<file path="src/rtl/alu_opnd_entry_pkg.sv">
// Shared definitions for the ALU operand entry block: ALU op codes, entry FSM
// states and datapath widths.
package alu_opnd_entry_pkg;

  localparam int OPND_W = 4;
  localparam int OP_W   = 3;

  localparam logic [OP_W-1:0] OP_ADD = 3'b000;
  localparam logic [OP_W-1:0] OP_SUB = 3'b001;
  localparam logic [OP_W-1:0] OP_AND = 3'b010;
  localparam logic [OP_W-1:0] OP_OR  = 3'b011;
  localparam logic [OP_W-1:0] OP_XOR = 3'b100;
  localparam logic [OP_W-1:0] OP_SHL = 3'b101;
  localparam logic [OP_W-1:0] OP_SHR = 3'b110;
  localparam logic [OP_W-1:0] OP_EQ  = 3'b111;

  // The encoding doubles as the LED stage display value.
  typedef enum logic [1:0] {
    S_A     = 2'd0,
    S_B     = 2'd1,
    S_OP    = 2'd2,
    S_ISSUE = 2'd3
  } state_t;

endpackage

</file>
<file path="src/rtl/alu_opnd_entry_btn_debounce.sv">
// Push-button conditioner: 2-flop synchronizer, stability-count debouncer and a
// one-cycle press pulse on each accepted rising level.
module btn_debounce
  import alu_opnd_entry_pkg::*;
#(
  parameter  int DB_CYCLES = 16,
  localparam int CNT_W     = $clog2(DB_CYCLES + 1)
) (
  input  logic clk,
  input  logic rst_n,
  input  logic raw,
  output logic level,
  output logic press
);

  logic             sync1_r;
  logic             sync2_r;
  logic             level_r;
  logic             press_r;
  logic [CNT_W-1:0] cnt_r;

  // Synchronize, count disagreement cycles and accept the new level on the DB_CYCLES-th one.
  always_ff @(posedge clk) begin
    if (!rst_n) begin
      sync1_r <= 1'b0;
      sync2_r <= 1'b0;
      level_r <= 1'b0;
      press_r <= 1'b0;
      cnt_r   <= {CNT_W{1'b0}};
    end else begin
      sync1_r <= raw;
      sync2_r <= sync1_r;
      if (sync2_r == level_r) begin
        cnt_r   <= {CNT_W{1'b0}};
        press_r <= 1'b0;
      end else if (cnt_r == CNT_W'(DB_CYCLES - 1)) begin
        // Releases are accepted too, but only a rising level is a press.
        level_r <= sync2_r;
        cnt_r   <= {CNT_W{1'b0}};
        press_r <= sync2_r;
      end else begin
        cnt_r   <= cnt_r + CNT_W'(1);
        press_r <= 1'b0;
      end
    end
  end

  assign level = level_r;
  assign press = press_r;

endmodule

</file>
<file path="src/rtl/alu_opnd_entry.sv">
// Operand/command entry sequencer: steps through A, B and op capture from the
// board switches and offers the finished command on a valid/ready handshake.
module alu_opnd_entry
  import alu_opnd_entry_pkg::*;
#(
  parameter int DB_CYCLES = 16
) (
  input  logic              clk,
  input  logic              rst_n,
  input  logic [OPND_W-1:0] sw_val,
  input  logic [OP_W-1:0]   sw_op,
  input  logic              btn_enter,
  input  logic              btn_clr,
  input  logic              cmd_ready,
  output logic [OPND_W-1:0] cmd_a,
  output logic [OPND_W-1:0] cmd_b,
  output logic [OP_W-1:0]   cmd_op,
  output logic              cmd_valid,
  output logic [1:0]        stage
);

  logic              enter_evt_s;
  logic              clr_evt_s;
  state_t            state_r;
  logic [OPND_W-1:0] cmd_a_r;
  logic [OPND_W-1:0] cmd_b_r;
  logic [OP_W-1:0]   cmd_op_r;
  logic              cmd_valid_r;

  btn_debounce #(.DB_CYCLES(DB_CYCLES)) u_db_enter (
    .clk   (clk),
    .rst_n (rst_n),
    .raw   (btn_enter),
    .level (),
    .press (enter_evt_s)
  );

  btn_debounce #(.DB_CYCLES(DB_CYCLES)) u_db_clr (
    .clk   (clk),
    .rst_n (rst_n),
    .raw   (btn_clr),
    .level (),
    .press (clr_evt_s)
  );

  // Entry FSM with capture registers; clear outranks any same-cycle enter.
  always_ff @(posedge clk) begin
    if (!rst_n) begin
      state_r     <= S_A;
      cmd_a_r     <= {OPND_W{1'b0}};
      cmd_b_r     <= {OPND_W{1'b0}};
      cmd_op_r    <= {OP_W{1'b0}};
      cmd_valid_r <= 1'b0;
    end else if (clr_evt_s) begin
      state_r     <= S_A;
      cmd_a_r     <= {OPND_W{1'b0}};
      cmd_b_r     <= {OPND_W{1'b0}};
      cmd_op_r    <= {OP_W{1'b0}};
      cmd_valid_r <= 1'b0;
    end else begin
      case (state_r)
        S_A: begin
          if (enter_evt_s) begin
            cmd_a_r <= sw_val;
            state_r <= S_B;
          end
        end
        S_B: begin
          if (enter_evt_s) begin
            cmd_b_r <= sw_val;
            state_r <= S_OP;
          end
        end
        S_OP: begin
          if (enter_evt_s) begin
            cmd_op_r    <= sw_op;
            state_r     <= S_ISSUE;
            cmd_valid_r <= 1'b1;
          end
        end
        S_ISSUE: begin
          // Operands are held for display after the handshake; enter is dropped here.
          if (cmd_valid_r && cmd_ready) begin
            state_r     <= S_A;
            cmd_valid_r <= 1'b0;
          end
        end
        default: begin
          state_r     <= S_A;
          cmd_valid_r <= 1'b0;
        end
      endcase
    end
  end

  assign cmd_a     = cmd_a_r;
  assign cmd_b     = cmd_b_r;
  assign cmd_op    = cmd_op_r;
  assign cmd_valid = cmd_valid_r;
  assign stage     = state_r;

endmodule

</file>
<file path="config.mk">
export PLATFORM = sky130hd
export DESIGN_NAME = alu_opnd_entry
export DESIGN_NICKNAME = d
export VERILOG_FILES = /design/src/rtl/alu_opnd_entry_pkg.sv /design/src/rtl/alu_opnd_entry_btn_debounce.sv /design/src/rtl/alu_opnd_entry.sv
export SDC_FILE = /design/constraint.sdc
export NUM_CORES = 1
export LEC_CHECK = 0
export ABC_AREA = 1
export BUFFER_PORTS_ARGS = -buffer_cell sky130_fd_sc_hd__buf_4
export CORE_ASPECT_RATIO = 1.5
export CORE_MARGIN = 2
export CORE_UTILIZATION = 47
export CTS_CLUSTER_DIAMETER = 150
export DETAILED_ROUTE_END_ITERATION = 12
export PLACE_DENSITY = 0.74
export SKIP_LAST_GASP = 1
export SYNTH_ARGS = -nofsm -noshare
export SYNTH_HDL_FRONTEND = slang
export SYNTH_SLANG_ARGS = --single-unit
</file>
<file path="constraint.sdc">
create_clock -name clk -period 1.2 [get_ports clk]
set_input_delay 0.18 -clock clk [delete_from_list [all_inputs] [get_ports clk]]
set_output_delay 0.18 -clock clk [all_outputs]
set_load 0.05 [all_outputs]
</file>
==> results.sh <==
export IMPL_outcome="complete, but fails checks"
export IMPL_violations="negative setup slack"
export IMPL_cts_tree="done"
export IMPL_hold_viol=0
export IMPL_routedWlPerCell_um=11.47
export IMPL_ant_nets=0
export IMPL_path_max_fanout=2
export IMPL_grt_setup_unrepaired="yes"
export IMPL_overflow=0
export IMPL_routabilityCongestion=0.7684
export IMPL_slowest_stage="dfxtp_2"
export IMPL_peakVddDrop_mv=1.018
export IMPL_finalPower_mw=2.286
export IMPL_die_area_um2=3183
export IMPL_synth_area_leaders="dfxtp_1, nor2_1, ha_1, nand2_1, inv_1"
export IMPL_die_y_um=68.10
export IMPL_power_density_nw_per_um2=1280
export IMPL_cp_required_ns=1.37
export IMPL_end_kind="register"
export IMPL_path_cells="ha_4, nand2_2, nor2_2, ha_2, inv_2, o21ai_2, a21oi_2"
export IMPL_nets=217
export IMPL_wirelength_um=2695
export IMPL_synth_seq_area_share=0.4976
export IMPL_htreeDepth=2
export IMPL_p_clk_frac=0.341
export IMPL_worst_clock_skew_ns=0.009676
export IMPL_p_sw_frac=0.2749
export IMPL_insertion_delay_ns=0.29
export IMPL_syn_to_final_growth_pct=38.68
export IMPL_grt_max_degree=15
export IMPL_yosysTopAreaCell="dfxtp_1"
export IMPL_numPortBuffers=25
export IMPL_min_period_ns=1.223
export IMPL_n_antenna_cell=0
export IMPL_crit_family="flip-flops"
export IMPL_syn_area_um2=1287
export IMPL_maxCapViolCount=0
export IMPL_netlist_instances=160
export IMPL_yosys_register_bits=32
export IMPL_max_freq_ghz=0.8178
export IMPL_clk_pin_slew_ns=0.06
export IMPL_worst_slack_ns=-0.02275
export IMPL_cts_root_buffer="clkbuf_8"
export IMPL_cpPeakStageDelay_ns=0.35
export IMPL_setup_violations=1
export IMPL_power_frac_seq=0.493
export IMPL_drt_drc_violations_left=0
export IMPL_worst_pin_slew_ns=0.2876
export IMPL_grt_pass1_vias=1092
export IMPL_period_share=1.019
export IMPL_p_leak_nw=0.7920
export IMPL_grt_pass1_wl_um=4098
export IMPL_synth_top_cell_area_share=0.4976
export IMPL_syn_nets=180
export IMPL_place_ws_ns=-0.1121
export IMPL_multi_input_area_um2=689.4
export IMPL_grt_usage=0.1826
export IMPL_crit_type="register to register"
export IMPL_hold_class="input pin to register"
export IMPL_clockBufferDepth=2
export IMPL_io_pins=26
export IMPL_antenna_found_initial=0
export IMPL_ff_latch_area_um2=653.1
export IMPL_numCtsBuffers=5
export IMPL_core_area_um2=2648
export IMPL_drt_pass1_iterations=4
export IMPL_fillers=223
export IMPL_relSlewSlack=0.8078
export IMPL_vias=1130
export IMPL_hpwlAfterDp_um=1838
export IMPL_die_x_um=46.74
export IMPL_synth_warnings=0
export IMPL_power_internal_mw=1.658
export IMPL_viasPerCell=4.809
export IMPL_path_buf_inv=1
export IMPL_drive_above_1_share=0.4091
export IMPL_cp_arrival_ns=1.39
export IMPL_p_sw_uw=628.5
export IMPL_clock_sinks=32
export IMPL_drt_iter0_drc=28
export IMPL_critPathLaunchType="register"
export IMPL_row_count=23
export IMPL_slew_viol_final=0
export IMPL_yosys_cell_types_count=22
export IMPL_syn_area_per_cell_um2=8.047
export IMPL_p_comb_frac=0.167
export IMPL_initial_core_util=0.4863
-- power by group through the flow --
stage          registers (mW)  logic, mW  clock network, mW
5_1_grt                  1.13      0.420              0.845
2_1_floorplan            1.18      0.166                  0
6_report                 1.13      0.381              0.779
4_1_cts                  1.12      0.310              0.808
3_3_place_gp             1.14      0.283                  0
3_5_place_dp             1.14      0.302                  0
-- cell usage after synthesis --
cell type,n
nand2_1,23
nand3b_1,1
nand4_1,1
ha_1,8
inv_1,21
nor3_2,1
buf_6,1
and3b_1,1
nand3_1,5
a21oi_1,3
or2_2,1
o21ai_0,12
o211a_1,1
o211ai_1,1
a21oi_2,1
xnor2_1,1
dfxtp_1,32
inv_2,1
xor2_1,2
nor2_4,1
nand3_2,1
nor2_1,41
-- flip-flops by register name, indices dropped and copies added (netlist names) --
signal,count
u_db_enter.press,1
cmd_a,4
u_db_clr.cnt_r,5
u_db_enter.sync1_r,1
u_db_enter.sync2_r,1
cmd_valid,1
u_db_clr.level,1
cmd_b,4
u_db_clr.press,1
stage,2
u_db_clr.sync1_r,1
u_db_enter.cnt_r,5
cmd_op,3
u_db_clr.sync2_r,1
u_db_enter.level,1
-- area by class of cell --
class,instances,share of cell area
Clock buffer,7,0.04275
Clock inverter,1,0.002803
Inverter,22,0.04625
Multi-Input combinational cell,105,0.3861
Sequential cell,32,0.3658
Tap cell,37,0.02593
Timing Repair Buffer,31,0.1303
-- per-layer routing --
metal | wire length (um) | track usage
met1 | 998 | 0.1680
met2 | 1480 | 0.3194
met3 | 143 | 0.07388
met4 | 72 | 0.1146
met5 | 0 | 0
-- worst register-to-register path, cell delays in order, from the launching register on --
cell,delay [ns]
dfxtp_2,0.35
ha_4,0.14
nand2_2,0.05
nor2_2,0.11
ha_2,0.20
inv_2,0.05
o21ai_2,0.14
a21oi_2,0.07
-- layout by cell type, fill, tap and decap left out, drive strengths merged, types with 2 or more instances in the layout --
cell type and n:
xor2 2, ha 8, nand3 6, dfxtp 32, nand2 23, buf 31, a21oi 4, inv 22
clkbuf 7, o21ai 12, nor2 42
-- logic make-up (layout without fill, tap and decap cells) --
| group | Yosys count | after routing | synth area share |
|---|---|---|---|
| adder cells (fa/ha/maj) | 8 | 8 | 0.07775 |
| buffers and inverters | 23 | 61 | 0.07289 |
| flip-flops | 32 | 32 | 0.4976 |
| XOR/XNOR | 3 | 3 | 0.02041 |
| AO/OA/AOI/OAI | 18 | 18 | 0.07872 |
| AND/OR/NAND/NOR | 76 | 76 | 0.2527 |
-- worst paths after layout --
path | endpoint | depth (start not counted) | slack, ns | start
setup / recovery | u_db_enter.level | 7 | -0.02 | u_db_enter.cnt_r[0]
hold / removal | u_db_clr.sync1_r | 3 | 0.08 | btn_clr
setup reg to reg | u_db_enter.level | 7 | -0.02 | u_db_enter.cnt_r[0]
hold reg to reg | u_db_enter.sync2_r | 2 | 0.41 | u_db_enter.sync1_r
-- stage by stage --
stage	cell area, um^2	util	TNS, ns	hold WS, ns	instances
global placement	1535	0.5799	-0.1338	0.3639	223
global route	1785	0.6744	-0.4502	0.09400	235
floorplan	1297	-	0	0.2735	160
detailed placement	1535	0.5799	-0.9118	0.3758	223
finish	1785	0.6744	-0.02275	0.08290	235
CTS	1678	0.6337	-0.04643	0.07497	233
-- timing repair --
item,CTS,global route
setup buffers,2,2
hold endpoints to repair,0,0
hold buffers,0,0
resized for setup,17,27
pin swaps,8,10
setup endpoints to repair,12,25
No activity file was read; power rests on OpenSTA's default activity.
